[src/rtl/tlb_pkg.sv]
// tlb_pkg: shared constants and types for the TLB slice.
//   TLB_NUM  - default number of entries
//   IDX_W    - entry index width (log2 of TLB_NUM)
//   *_W      - field widths of a TLB entry
//   page_t   - the per-page {pfn, c, d, v} group
//   PAGE_W / ENTRY_W - widths of one page group and of a full read/write bundle
package tlb_pkg;
  localparam int TLB_NUM = 16;
  localparam int IDX_W   = 4;
  localparam int VPN2_W  = 19;
  localparam int ASID_W  = 8;
  localparam int PFN_W   = 20;
  localparam int C_W     = 3;

  typedef struct packed {
    logic [PFN_W-1:0] pfn;
    logic [C_W-1:0]   c;
    logic             d;
    logic             v;
  } page_t;

  localparam int PAGE_W  = PFN_W + C_W + 2;
  // vpn2 + asid + g + two page groups
  localparam int ENTRY_W = VPN2_W + ASID_W + 1 + 2 * PAGE_W;
endpackage

[src/rtl/tlb_if.sv]
// tlb_if: bundles the two search ports, the write port and the read port.
//   master - drives lookups/writes/read index, receives results
//   slave  - the TLB itself
interface tlb_if;
  import tlb_pkg::*;

  // search port 0 (fetch) and 1 (data access / TLBP)
  logic [VPN2_W-1:0] s0_vpn2;
  logic              s0_odd_page;
  logic [ASID_W-1:0] s0_asid;
  logic              s0_found;
  logic [IDX_W-1:0]  s0_index;
  logic [PFN_W-1:0]  s0_pfn;
  logic [C_W-1:0]    s0_c;
  logic              s0_d;
  logic              s0_v;

  logic [VPN2_W-1:0] s1_vpn2;
  logic              s1_odd_page;
  logic [ASID_W-1:0] s1_asid;
  logic              s1_found;
  logic [IDX_W-1:0]  s1_index;
  logic [PFN_W-1:0]  s1_pfn;
  logic [C_W-1:0]    s1_c;
  logic              s1_d;
  logic              s1_v;

  // write port
  logic              we;
  logic [IDX_W-1:0]  w_index;
  logic [VPN2_W-1:0] w_vpn2;
  logic [ASID_W-1:0] w_asid;
  logic              w_g;
  logic [PFN_W-1:0]  w_pfn0;
  logic [C_W-1:0]    w_c0;
  logic              w_d0;
  logic              w_v0;
  logic [PFN_W-1:0]  w_pfn1;
  logic [C_W-1:0]    w_c1;
  logic              w_d1;
  logic              w_v1;

  // read port
  logic [IDX_W-1:0]  r_index;
  logic [VPN2_W-1:0] r_vpn2;
  logic [ASID_W-1:0] r_asid;
  logic              r_g;
  logic [PFN_W-1:0]  r_pfn0;
  logic [C_W-1:0]    r_c0;
  logic              r_d0;
  logic              r_v0;
  logic [PFN_W-1:0]  r_pfn1;
  logic [C_W-1:0]    r_c1;
  logic              r_d1;
  logic              r_v1;

  modport master (
    output s0_vpn2, s0_odd_page, s0_asid,
    input  s0_found, s0_index, s0_pfn, s0_c, s0_d, s0_v,
    output s1_vpn2, s1_odd_page, s1_asid,
    input  s1_found, s1_index, s1_pfn, s1_c, s1_d, s1_v,
    output we, w_index, w_vpn2, w_asid, w_g,
    output w_pfn0, w_c0, w_d0, w_v0, w_pfn1, w_c1, w_d1, w_v1,
    output r_index,
    input  r_vpn2, r_asid, r_g, r_pfn0, r_c0, r_d0, r_v0, r_pfn1, r_c1, r_d1, r_v1
  );

  modport slave (
    input  s0_vpn2, s0_odd_page, s0_asid,
    output s0_found, s0_index, s0_pfn, s0_c, s0_d, s0_v,
    input  s1_vpn2, s1_odd_page, s1_asid,
    output s1_found, s1_index, s1_pfn, s1_c, s1_d, s1_v,
    input  we, w_index, w_vpn2, w_asid, w_g,
    input  w_pfn0, w_c0, w_d0, w_v0, w_pfn1, w_c1, w_d1, w_v1,
    input  r_index,
    output r_vpn2, r_asid, r_g, r_pfn0, r_c0, r_d0, r_v0, r_pfn1, r_c1, r_d1, r_v1
  );
endinterface

[src/rtl/tlb_match.sv]
// tlb_match: compares one lookup against every entry.
//   entry_vpn2/entry_asid/entry_g - stored tags of all entries
//   vpn2/asid                     - lookup key
//   match                         - one bit per matching entry
//   index                         - lowest-numbered matching entry (0 if none)
module tlb_match
  import tlb_pkg::*;
#(
  parameter int TLBNUM = TLB_NUM
) (
  input  logic [VPN2_W-1:0] entry_vpn2 [TLBNUM],
  input  logic [ASID_W-1:0] entry_asid [TLBNUM],
  input  logic [TLBNUM-1:0] entry_g,
  input  logic [VPN2_W-1:0] vpn2,
  input  logic [ASID_W-1:0] asid,
  output logic [TLBNUM-1:0] match,
  output logic [IDX_W-1:0]  index
);
  genvar gi;
  generate
    for (gi = 0; gi < TLBNUM; gi++) begin : g_cmp
      // global entries ignore the ASID
      assign match[gi] = (entry_vpn2[gi] == vpn2) &&
                         (entry_g[gi] || (entry_asid[gi] == asid));
    end
  endgenerate

  // Scanning downward lets the lowest matching entry overwrite any higher one.
  always_comb begin
    index = '0;
    for (int i = TLBNUM - 1; i >= 0; i--) begin
      if (match[i]) index = i[IDX_W-1:0];
    end
  end
endmodule

[src/rtl/tlb.sv]
// tlb: fully associative TLB with two combinational search ports, one write
// port and one combinational read port.
//   clk   - single clock, rising edge
//   reset - synchronous active-high, clears every entry (beats a same-cycle write)
//   bus   - tlb_if.slave: search ports s0/s1, write port w_*, read port r_*
// Searches and reads see pre-write contents during a write cycle.
module tlb
  import tlb_pkg::*;
#(
  parameter int TLBNUM = TLB_NUM
) (
  input logic   clk,
  input logic   reset,
  tlb_if.slave  bus
);
  // per-field storage; page fields indexed [page][entry]
  logic [VPN2_W-1:0] vpn2_reg [TLBNUM];
  logic [ASID_W-1:0] asid_reg [TLBNUM];
  logic [TLBNUM-1:0] g_reg;
  logic [PFN_W-1:0]  pfn_reg  [2][TLBNUM];
  logic [C_W-1:0]    c_reg    [2][TLBNUM];
  logic              d_reg    [2][TLBNUM];
  logic              v_reg    [2][TLBNUM];

  always_ff @(posedge clk) begin
    if (reset) begin
      g_reg <= '0;
      for (int i = 0; i < TLBNUM; i++) begin
        vpn2_reg[i] <= '0;
        asid_reg[i] <= '0;
        for (int p = 0; p < 2; p++) begin
          pfn_reg[p][i] <= '0;
          c_reg[p][i]   <= '0;
          d_reg[p][i]   <= 1'b0;
          v_reg[p][i]   <= 1'b0;
        end
      end
    end else if (bus.we) begin
      vpn2_reg[bus.w_index]   <= bus.w_vpn2;
      asid_reg[bus.w_index]   <= bus.w_asid;
      g_reg[bus.w_index]      <= bus.w_g;
      pfn_reg[0][bus.w_index] <= bus.w_pfn0;
      c_reg[0][bus.w_index]   <= bus.w_c0;
      d_reg[0][bus.w_index]   <= bus.w_d0;
      v_reg[0][bus.w_index]   <= bus.w_v0;
      pfn_reg[1][bus.w_index] <= bus.w_pfn1;
      c_reg[1][bus.w_index]   <= bus.w_c1;
      d_reg[1][bus.w_index]   <= bus.w_d1;
      v_reg[1][bus.w_index]   <= bus.w_v1;
    end
  end

  // search port inputs gathered so both ports share one generate body
  logic [VPN2_W-1:0] s_vpn2 [2];
  logic              s_odd  [2];
  logic [ASID_W-1:0] s_asid [2];

  assign s_vpn2[0] = bus.s0_vpn2;
  assign s_odd[0]  = bus.s0_odd_page;
  assign s_asid[0] = bus.s0_asid;
  assign s_vpn2[1] = bus.s1_vpn2;
  assign s_odd[1]  = bus.s1_odd_page;
  assign s_asid[1] = bus.s1_asid;

  genvar gi;
  generate
    for (gi = 0; gi < 2; gi++) begin : g_port
      logic [TLBNUM-1:0] match;
      logic [IDX_W-1:0]  hit_index;
      logic              found;
      logic [IDX_W-1:0]  index;
      page_t             page;

      tlb_match #(.TLBNUM(TLBNUM)) u_match (
        .entry_vpn2 (vpn2_reg),
        .entry_asid (asid_reg),
        .entry_g    (g_reg),
        .vpn2       (s_vpn2[gi]),
        .asid       (s_asid[gi]),
        .match      (match),
        .index      (hit_index)
      );

      // a miss forces every result field to zero
      always_comb begin
        found = |match;
        index = '0;
        page  = '0;
        if (found) begin
          index    = hit_index;
          page.pfn = pfn_reg[s_odd[gi]][hit_index];
          page.c   = c_reg[s_odd[gi]][hit_index];
          page.d   = d_reg[s_odd[gi]][hit_index];
          page.v   = v_reg[s_odd[gi]][hit_index];
        end
      end
    end
  endgenerate

  assign bus.s0_found = g_port[0].found;
  assign bus.s0_index = g_port[0].index;
  assign bus.s0_pfn   = g_port[0].page.pfn;
  assign bus.s0_c     = g_port[0].page.c;
  assign bus.s0_d     = g_port[0].page.d;
  assign bus.s0_v     = g_port[0].page.v;

  assign bus.s1_found = g_port[1].found;
  assign bus.s1_index = g_port[1].index;
  assign bus.s1_pfn   = g_port[1].page.pfn;
  assign bus.s1_c     = g_port[1].page.c;
  assign bus.s1_d     = g_port[1].page.d;
  assign bus.s1_v     = g_port[1].page.v;

  assign bus.r_vpn2 = vpn2_reg[bus.r_index];
  assign bus.r_asid = asid_reg[bus.r_index];
  assign bus.r_g    = g_reg[bus.r_index];
  assign bus.r_pfn0 = pfn_reg[0][bus.r_index];
  assign bus.r_c0   = c_reg[0][bus.r_index];
  assign bus.r_d0   = d_reg[0][bus.r_index];
  assign bus.r_v0   = v_reg[0][bus.r_index];
  assign bus.r_pfn1 = pfn_reg[1][bus.r_index];
  assign bus.r_c1   = c_reg[1][bus.r_index];
  assign bus.r_d1   = d_reg[1][bus.r_index];
  assign bus.r_v1   = v_reg[1][bus.r_index];
endmodule

[src/flat_wrapper.sv]
// flat-port wrapper written by rule: the top's interface ports become plain ports
module tlb_flat import tlb_pkg::*;
#(
  parameter int TLBNUM = TLB_NUM
)
  (clk, reset, bus_s0_vpn2, bus_s0_odd_page, bus_s0_asid, bus_s0_found, bus_s0_index, bus_s0_pfn, bus_s0_c, bus_s0_d, bus_s0_v, bus_s1_vpn2, bus_s1_odd_page, bus_s1_asid, bus_s1_found, bus_s1_index, bus_s1_pfn, bus_s1_c, bus_s1_d, bus_s1_v, bus_we, bus_w_index, bus_w_vpn2, bus_w_asid, bus_w_g, bus_w_pfn0, bus_w_c0, bus_w_d0, bus_w_v0, bus_w_pfn1, bus_w_c1, bus_w_d1, bus_w_v1, bus_r_index, bus_r_vpn2, bus_r_asid, bus_r_g, bus_r_pfn0, bus_r_c0, bus_r_d0, bus_r_v0, bus_r_pfn1, bus_r_c1, bus_r_d1, bus_r_v1);
  tlb_if bus_i ();
  input logic clk;
  input logic reset;
  input wire logic [$bits(bus_i.s0_vpn2)-1:0] bus_s0_vpn2;
  input wire logic [$bits(bus_i.s0_odd_page)-1:0] bus_s0_odd_page;
  input wire logic [$bits(bus_i.s0_asid)-1:0] bus_s0_asid;
  output wire logic [$bits(bus_i.s0_found)-1:0] bus_s0_found;
  output wire logic [$bits(bus_i.s0_index)-1:0] bus_s0_index;
  output wire logic [$bits(bus_i.s0_pfn)-1:0] bus_s0_pfn;
  output wire logic [$bits(bus_i.s0_c)-1:0] bus_s0_c;
  output wire logic [$bits(bus_i.s0_d)-1:0] bus_s0_d;
  output wire logic [$bits(bus_i.s0_v)-1:0] bus_s0_v;
  input wire logic [$bits(bus_i.s1_vpn2)-1:0] bus_s1_vpn2;
  input wire logic [$bits(bus_i.s1_odd_page)-1:0] bus_s1_odd_page;
  input wire logic [$bits(bus_i.s1_asid)-1:0] bus_s1_asid;
  output wire logic [$bits(bus_i.s1_found)-1:0] bus_s1_found;
  output wire logic [$bits(bus_i.s1_index)-1:0] bus_s1_index;
  output wire logic [$bits(bus_i.s1_pfn)-1:0] bus_s1_pfn;
  output wire logic [$bits(bus_i.s1_c)-1:0] bus_s1_c;
  output wire logic [$bits(bus_i.s1_d)-1:0] bus_s1_d;
  output wire logic [$bits(bus_i.s1_v)-1:0] bus_s1_v;
  input wire logic [$bits(bus_i.we)-1:0] bus_we;
  input wire logic [$bits(bus_i.w_index)-1:0] bus_w_index;
  input wire logic [$bits(bus_i.w_vpn2)-1:0] bus_w_vpn2;
  input wire logic [$bits(bus_i.w_asid)-1:0] bus_w_asid;
  input wire logic [$bits(bus_i.w_g)-1:0] bus_w_g;
  input wire logic [$bits(bus_i.w_pfn0)-1:0] bus_w_pfn0;
  input wire logic [$bits(bus_i.w_c0)-1:0] bus_w_c0;
  input wire logic [$bits(bus_i.w_d0)-1:0] bus_w_d0;
  input wire logic [$bits(bus_i.w_v0)-1:0] bus_w_v0;
  input wire logic [$bits(bus_i.w_pfn1)-1:0] bus_w_pfn1;
  input wire logic [$bits(bus_i.w_c1)-1:0] bus_w_c1;
  input wire logic [$bits(bus_i.w_d1)-1:0] bus_w_d1;
  input wire logic [$bits(bus_i.w_v1)-1:0] bus_w_v1;
  input wire logic [$bits(bus_i.r_index)-1:0] bus_r_index;
  output wire logic [$bits(bus_i.r_vpn2)-1:0] bus_r_vpn2;
  output wire logic [$bits(bus_i.r_asid)-1:0] bus_r_asid;
  output wire logic [$bits(bus_i.r_g)-1:0] bus_r_g;
  output wire logic [$bits(bus_i.r_pfn0)-1:0] bus_r_pfn0;
  output wire logic [$bits(bus_i.r_c0)-1:0] bus_r_c0;
  output wire logic [$bits(bus_i.r_d0)-1:0] bus_r_d0;
  output wire logic [$bits(bus_i.r_v0)-1:0] bus_r_v0;
  output wire logic [$bits(bus_i.r_pfn1)-1:0] bus_r_pfn1;
  output wire logic [$bits(bus_i.r_c1)-1:0] bus_r_c1;
  output wire logic [$bits(bus_i.r_d1)-1:0] bus_r_d1;
  output wire logic [$bits(bus_i.r_v1)-1:0] bus_r_v1;
  assign bus_i.s0_vpn2 = bus_s0_vpn2;
  assign bus_i.s0_odd_page = bus_s0_odd_page;
  assign bus_i.s0_asid = bus_s0_asid;
  assign bus_s0_found = bus_i.s0_found;
  assign bus_s0_index = bus_i.s0_index;
  assign bus_s0_pfn = bus_i.s0_pfn;
  assign bus_s0_c = bus_i.s0_c;
  assign bus_s0_d = bus_i.s0_d;
  assign bus_s0_v = bus_i.s0_v;
  assign bus_i.s1_vpn2 = bus_s1_vpn2;
  assign bus_i.s1_odd_page = bus_s1_odd_page;
  assign bus_i.s1_asid = bus_s1_asid;
  assign bus_s1_found = bus_i.s1_found;
  assign bus_s1_index = bus_i.s1_index;
  assign bus_s1_pfn = bus_i.s1_pfn;
  assign bus_s1_c = bus_i.s1_c;
  assign bus_s1_d = bus_i.s1_d;
  assign bus_s1_v = bus_i.s1_v;
  assign bus_i.we = bus_we;
  assign bus_i.w_index = bus_w_index;
  assign bus_i.w_vpn2 = bus_w_vpn2;
  assign bus_i.w_asid = bus_w_asid;
  assign bus_i.w_g = bus_w_g;
  assign bus_i.w_pfn0 = bus_w_pfn0;
  assign bus_i.w_c0 = bus_w_c0;
  assign bus_i.w_d0 = bus_w_d0;
  assign bus_i.w_v0 = bus_w_v0;
  assign bus_i.w_pfn1 = bus_w_pfn1;
  assign bus_i.w_c1 = bus_w_c1;
  assign bus_i.w_d1 = bus_w_d1;
  assign bus_i.w_v1 = bus_w_v1;
  assign bus_i.r_index = bus_r_index;
  assign bus_r_vpn2 = bus_i.r_vpn2;
  assign bus_r_asid = bus_i.r_asid;
  assign bus_r_g = bus_i.r_g;
  assign bus_r_pfn0 = bus_i.r_pfn0;
  assign bus_r_c0 = bus_i.r_c0;
  assign bus_r_d0 = bus_i.r_d0;
  assign bus_r_v0 = bus_i.r_v0;
  assign bus_r_pfn1 = bus_i.r_pfn1;
  assign bus_r_c1 = bus_i.r_c1;
  assign bus_r_d1 = bus_i.r_d1;
  assign bus_r_v1 = bus_i.r_v1;
  tlb #(.TLBNUM(TLBNUM)) u_core (.clk(clk), .reset(reset), .bus(bus_i));
endmodule
[config.mk]
export PLATFORM = sky130hd
export DESIGN_NAME = tlb_flat
export DESIGN_NICKNAME = d
export VERILOG_FILES = /design/src/rtl/tlb_pkg.sv /design/src/rtl/tlb_if.sv /design/src/rtl/tlb_match.sv /design/src/rtl/tlb.sv /design/src/flat_wrapper.sv
export SDC_FILE = /design/constraint.sdc
export NUM_CORES = 2
export LEC_CHECK = 0
export ABC_AREA = 1
export CAP_MARGIN = 10
export CORE_MARGIN = 2
export CORE_UTILIZATION = 35
export DETAILED_ROUTE_END_ITERATION = 10
export PLACE_DENSITY = 0.58
export SYNTH_ARGS = -nofsm -noshare
export SYNTH_HDL_FRONTEND = slang
export SYNTH_SLANG_ARGS = --single-unit
[constraint.sdc]
create_clock -name clk -period 3.2 [get_ports clk]
set_clock_uncertainty 0.2 [all_clocks]
set_input_delay 0.32 -clock clk [delete_from_list [all_inputs] [get_ports clk]]
set_output_delay 0.32 -clock clk [all_outputs]
set_load 0.01 [all_outputs]
Yosys cells after proc, flatten, opt, wreduce, memory -nomap -nowiden
Memories as Yosys holds them, arrays and structs flattened.
Index checks and enable logic that the tools add are counted.
Widths: inputs -> output; s select.
{"block": "totals", "ff_bits": 448, "word_cells": 1895, "out_inout_bits": 138, "mem_bits_rw": 800, "mem_count": 4}
{"memory": "u_core.pfn_reg", "words": 2, "word_bits": 320, "read_ports": 4, "rd_ports_with_merged_regs": 0, "write_ports": 2, "line": "tlb.sv:20", "source": "logic [PFN_W-1:0] pfn_reg [2][TLBNUM];"}
{"memory": "u_core.c_reg", "words": 2, "word_bits": 48, "read_ports": 4, "rd_ports_with_merged_regs": 0, "write_ports": 2, "line": "tlb.sv:21", "source": "logic [C_W-1:0] c_reg [2][TLBNUM];"}
{"memory": "u_core.d_reg", "words": 2, "word_bits": 16, "read_ports": 4, "rd_ports_with_merged_regs": 0, "write_ports": 2, "line": "tlb.sv:22", "source": "logic d_reg [2][TLBNUM];"}
{"memory": "u_core.v_reg", "words": 2, "word_bits": 16, "read_ports": 4, "rd_ports_with_merged_regs": 0, "write_ports": 2, "line": "tlb.sv:23", "source": "logic v_reg [2][TLBNUM];"}
{"block": "classes", "order_cmp": 8, "n_mux": 914, "eq_ne": 64, "n_reduce_logical": 68, "bitwise_logic": 804}
{"operator": "$mux 1", "n": 823}
{"operator": "$or 1x1->1", "n": 800}
{"operator": "$eq 19x19->1", "n": 32}
{"operator": "$bmux 20 s4", "n": 4}
{"operator": "$mux 320", "n": 1}
{"operator": "$bwmux 304", "n": 1}
{"operator": "$eq 8x8->1", "n": 32}
{"operator": "$mux 20", "n": 9}
{"operator": "$mux 4", "n": 34}
{"operator": "$bwmux 128", "n": 1}
{"operator": "$demux 20 s4", "n": 1}
{"operator": "$bmux 19 s4", "n": 1}
{"operator": "$demux 19 s4", "n": 1}
{"operator": "$mux 19", "n": 3}
{"operator": "$mux 25", "n": 2}
{"operator": "$bmux 3 s4", "n": 4}
{"operator": "$mux 48", "n": 1}
{"operator": "$bmux 1 s4", "n": 9}
{"operator": "$logic_and 1x1->1", "n": 34}
{"operator": "$bmux 8 s4", "n": 1}
{"operator": "$demux 8 s4", "n": 1}
{"operator": "$logic_or 1x1->1", "n": 32}
{"operator": "$reduce_or 16->1", "n": 2}
{"operator": "$mux 3", "n": 9}
{"operator": "other kinds (10)", "n": 20}

Longest topological paths before layout
{"block": "depth", "ltp_word": 24, "ltp_mapped": 33}

By module
A second synthesis with hierarchy kept.
{"block": "hier_totals", "cells_unflattened": 13148, "hier_area_um2": 82489.1}
{"module": "tlb", "area_per_inst_um2": 70422.5, "cells_each": 11174, "seq_area_each_um2": 25484.4, "instances": 1}
{"module": "tlb_match", "area_per_inst_um2": 6033.3, "cells_each": 987, "seq_area_each_um2": 0.0, "instances": 2}

Worst setup path after synthesis
Ideal clock, no wire load.
{"block": "synth_path", "path_kind": "input to register", "startpoint": "in reset", "endpoint": "mem u_core.c_reg[0][45] in the netlist's numbering, enable pin", "t_arrival_ns": 2.502, "path_slack_ns": -0.099, "n_path_buf": 5, "cell_stages": 7, "cell_sequence": "clkbuf_1 > inv_1 > clkbuf_1 > clkbuf_1 > clkbuf_1 > clkbuf_1 > nand2_1"}
{"item": "from (decl)", "line": "flat_wrapper.sv:9", "source": "input logic reset;"}
{"item": "to (decl)", "line": "tlb.sv:21"}

Final worst setup path
{"block": "layout_path", "startpoint": "reg u_core.vpn2_reg[126] in the netlist's numbering", "endpoint": "out bus_s1_pfn[15]"}
{"block": "layout_between", "elab_chain_cells": 17}
{"item": "from (decl)", "line": "tlb.sv:17", "source": "logic [VPN2_W-1:0] vpn2_reg [TLBNUM];"}
{"item": "from (signal, indexed assignment)", "line": "tlb.sv:39", "source": "vpn2_reg[bus.w_index] <= bus.w_vpn2;"}
{"item": "$eq 19x19->1 (*)", "line": "tlb_match.sv:23", "source": "assign match[gi] = (entry_vpn2[gi] == vpn2) &&"}
{"item": "$logic_and 1x1->1 (*)", "line": "tlb_match.sv:23"}
{"item": "$mux 4 (10 in a row)", "line": "tlb_match.sv:32", "source": "if (match[i]) index = i[IDX_W-1:0];"}
{"item": "$not 4->5 (not written as such)", "line": "tlb.sv:91", "source": "page.pfn = pfn_reg[s_odd[gi]][hit_index];"}
{"item": "$bmux 20 s4", "line": "tlb.sv:91"}
{"item": "$mux 20 (not written as such) (2 in a row)", "line": "tlb.sv:91"}
{"item": "$mux 25 (*)", "line": "tlb.sv:89", "source": "if (found) begin"}
{"item": "to (decl)", "line": "flat_wrapper.sv:24", "source": "output wire logic [$bits(bus_i.s1_pfn)-1:0] bus_s1_pfn;"}
Every way passes the cells marked *; elsewhere a longest branch is shown, timed or not. The select of a mux whose other input is x is not followed.

==> summary.txt <==
Place
  – Placed cells: around 17000
  – RD Place Congestion: 1.043
  – Post-DP HPWL: between 300000 and 400000 um
  – IO buf count: ~280
  – Area after DPL: between 90000 and 100000 sq um

Critical path
  – Worst Setup Start Kind: flop
  – Critical path fanouts, max: 5
  – Critical path's slowest cell: dfxtp_1
  – Crit-path max cell delay: roughly 0.48 ns
  – Setup crit end kind: output pin
  – Critical R2R Capture: u_core.vpn2_reg[136]
  – Reg2reg path depth: 3
  – Critical Path RT: 2.68 ns
  – Crit path kind: flop to output pin
  – R2R Path Start: u_core.vpn2_reg[136]
  – Arrival @ worst endpoint: 4.57 ns
  – Register-to-register setup slack: 1.95 ns
  – CP most frequent cell: nand2_2

Route
  – Initial DRC Count: roughly 17000
  – Final ANT Viol Nets: 0
  – DRC: 0
  – Final wirelength: around 480000 um
  – Vias/cell: between 5 and 6
  – First-pass detailed-route iteration total: 9
  – Per-cell routed wire length: approximately 28 um
  – Vias: a little over 100k

Pwr
  – Power Total: approximately 42 mW
  – Max IR drop VDD: between 0.0005 and 0.0006 V
  – Cell Pwr Density: between 300 and 400 nW/um^2
  – Leakage: roughly 45 nW

Yosys
  – Synth Warn #: 0
  – Largest family of logic cells by synthesized area: simple AND/OR/NAND/NOR gates
  – FFs w/ async S/R, synth: 0%
  – Post-Synth Simple-Gate Area: 26.17%
  – Complex-gate fraction of the synthesized area: around a quarter
  – Synthesized area: 80860 sq um
  – FF+latch count, synth: about 1200
  – Number of flops mapped to enable cells by yosys: 50
  – Synthesized-area fraction occupied by adder cells: 0%
  – Distinct cells, synth: between 50 and 60
  – Commonest register cell after synthesis: dfxtp_1
  – Mean post-synth cell area: roughly 6.3 sq um
  – Syn Inst Count: ~13000
  – Xor and xnor area share after synthesis: between 5 and 6%
  – Syn nets: between 10000 and 15000
  – Sequential area share after synthesis: between 30% and 40%
  – Post-synthesis mux area share: less than 1%

Hold path
  – HP Class: input pin to flop
  – WHS Path Cells: 3
  – Worst Hold Launch: bus_w_pfn1[16]
  – WHS Endpoint: u_core.pfn_reg[1][216]

Global route
  – Grt met2 use: a little over half
  – Met3 usage: a little under an eighth
  – GRT Max-Usage Layer: met2
  – Largest net degree at the start of global routing: between 100 and 150
  – Global route overflow: 0
  – Vias in the first global route: between 90000 and 100k
  – First-pass GRT wire length: between 600000 and 700000 um
  – Initial antenna violation count: 30
  – Met1 Use GR: a little over half
  – GRT Util Overall: about two fifths

Layout
  – P&R area growth vs syn: 37.79%
  – Fraction of layout cells with a size suffix above 1: ~23%
  – Final cell count without fillers: 17134
  – Nets@finish: ~14000
  – Final instance area: about 110000 sq um
  – Core Util, Final: about half
  – Max reg flops: 640

Timing
  – Fin. Hold Viols: 0
  – RSZ-0062 raised after global routing: true
  – Setup ws final: -1.893 ns
  – Max Slew Vio Count: 0
  – Peak Freq: approximately 200 MHz
  – TNS Setup: -96.61 ns
  – Final setup viols: 62
  – Crit path time final: ~5.1 ns
  – Rel. slew slack: about 30%
  – Worst slew pin tran: roughly 1.1 ns
  – Fin crit share: 159.2%

Clock network
  – Clk sink count: about 1200
  – Clock-pin transition on the worst setup and hold timing paths: about 0.06 ns
  – CTS Root Cell: clkbuf_16
  – Htree depth: 4
  – Num CTS Buffers: 155
  – Clk_lat worst skew: about 0.85 ns
  – Max clock buf depth: 3
  – CTS tree: yes

Floorplan
  – Die footprint: between 200000 and 250000 sq um
  – Floorplan Core Area: around 230000 sq um
  – Die Wd: slightly below 500 um
  – IO Count: 283
  – Placement Rows: 176
  – Die height: 484.7 um
  – Starting Density: 35.17%

Flow run
  – Maxcap violations: 0

Outcome
  – Failing checks: setup timing
  – Status: finished with violations
==> power breakdown <==
part | leakage [nW] | switching (mW) | internal, mW | total, mW
clock network | 2.46 | 7.98 | 10.3 | 18.2
logic | 32.2 | 4.83 | 2.57 | 7.40
registers | 10.2 | 0.276 | 15.9 | 16.2
==> critical path: cells and delay by family (launching register included) <==
family | cells | cell delay, ns
DFF | 1 | 0.48
xor gates and xnor gates | 1 | 0.13
buffers and inverters | 6 | 0.79
AOI/OAI and AO/OA | 2 | 0.31
and+or+nand+nor | 16 | 1.99
==> routing by layer <==
metal / up-vias / share of wire (%)
met4: 20 / 7.0
met5: - / 0.026
met2: 7441 / 39
met3: 1639 / 14
li1: 45479 / -
met1: 47204 / 39
==> repair_timing <==
| item | 4_1_cts | 5_1_grt |
|---|---|---|
| resized for setup | 1115 | 694 |
| gates cloned | 38 | 12 |
| hold buffers | 6 | 0 |
| setup buffers | 152 | 58 |
| pin swaps | 261 | 304 |
| hold endpoints to repair | 105 | 0 |
| setup endpoints to repair | 90 | 93 |
==> cells in the mapped netlist (24+ instances only) <==
library cell / number / area (sq um)
a211oi_1: 181 / 1359
a21oi_1: 1069 / 5350
buf_1: 55 / 206.5
buf_2: 109 / 545.5
buf_4: 70 / 525.5
buf_6: 48 / 540.5
clkbuf_1: 862 / 3236
dfxtp_1: 1198 / 23980
edfxtp_1: 50 / 1501
inv_1: 863 / 3239
inv_2: 45 / 168.9
nand2_1: 2493 / 9358
nand3_1: 1271 / 6361
nand4_1: 70 / 437.9
nor2_1: 1060 / 3979
nor3_1: 49 / 245.2
nor4_1: 77 / 481.7
o211ai_1: 81 / 608.1
o21ai_0: 2361 / 11820
o21ai_1: 28 / 140.1
o221ai_1: 83 / 727.0
o22ai_1: 110 / 688.2
o31ai_1: 24 / 180.2
xnor2_1: 214 / 1874
xor2_1: 288 / 2522
==> stage by stage <==
stage | hold slack, ns | worst slack, ns
4_1_cts | 0.0004876 | -1.878
3_5_place_dp | 0.2710 | -2.798
6_report | 0.04421 | -1.893
5_1_grt | 0.07278 | -1.937
3_3_place_gp | 0.2633 | -2.742
2_1_floorplan | 0.2499 | 0.03880
==> area by class of cell <==
type | count | area [sq um]
clock buffer | 225 | 4414
antenna | 17 | 42.54
inverter | 918 | 3681
clock inverter | 59 | 630.6
multi-input combinational | 9546 | 51370
sequential | 1248 | 25650
tap | 3026 | 3786
timing repair buffer | 2094 | 21820
fill | 23121 | 118500
timing repair inverter | 1 | 16.27
==> layout by cell type (no fill, tap or decap), types with 19 or more instances in the layout <==
cell type | synthesis | layout
nand2_1 | 2493 | 2220
a21oi_1 | 1069 | 1068
buf_6 | 48 | 131
edfxtp_1 | 50 | 50
o21ai_1 | 28 | 32
xnor2_1 | 214 | 180
buf_12 | 0 | 295
dfxtp_1 | 1198 | 1097
clkinv_2 | 0 | 31
nand2_4 | 4 | 75
o21ai_0 | 2361 | 2338
nor4_1 | 77 | 42
nor3_1 | 49 | 30
clkbuf_16 | 0 | 168
nand2_2 | 2 | 198
buf_16 | 0 | 41
inv_2 | 45 | 70
nand3_2 | 0 | 317
clkbuf_1 | 862 | 45
o31ai_1 | 24 | 21
a211oi_1 | 181 | 181
nor4_2 | 0 | 31
o22ai_1 | 110 | 105
o221ai_1 | 83 | 75
xnor2_2 | 0 | 30
o211ai_1 | 81 | 81
clkbuf_8 | 0 | 23
nor2_4 | 1 | 43
dfxtp_2 | 0 | 84
xor2_1 | 288 | 268
buf_8 | 1 | 42
nand4_1 | 70 | 70
nor2_2 | 2 | 52
inv_4 | 1 | 19
nor2_1 | 1060 | 968
inv_1 | 863 | 796
clkdlybuf4s50_1 | 0 | 172
nand3_1 | 1271 | 943
buf_4 | 70 | 1352
==> how the worst max path moves through the flow <==
stage	from	to	slack [ns]	depth (start not counted)
after floorplan	bus_s0_asid[4]	bus_s0_pfn[12]	0.04	23
after global placement	bus_s1_vpn2[12]	bus_s1_pfn[3]	-2.74	22
after detailed placement	bus_s1_vpn2[12]	bus_s1_pfn[3]	-2.80	22
after CTS	u_core.vpn2_reg[186]	bus_s1_pfn[8]	-1.88	27
after global routing	u_core.vpn2_reg[13]	bus_s1_pfn[15]	-1.94	33
final	u_core.vpn2_reg[126]	bus_s1_pfn[15]	-1.89	25
==> cell families after synthesis <==
group	Yosys count
compound gates	3966
xor+xnor	502
buf+inv	2063
flops	1248
mux	18
simple gates	5059
No activity file was read; power rests on OpenSTA's default activity.
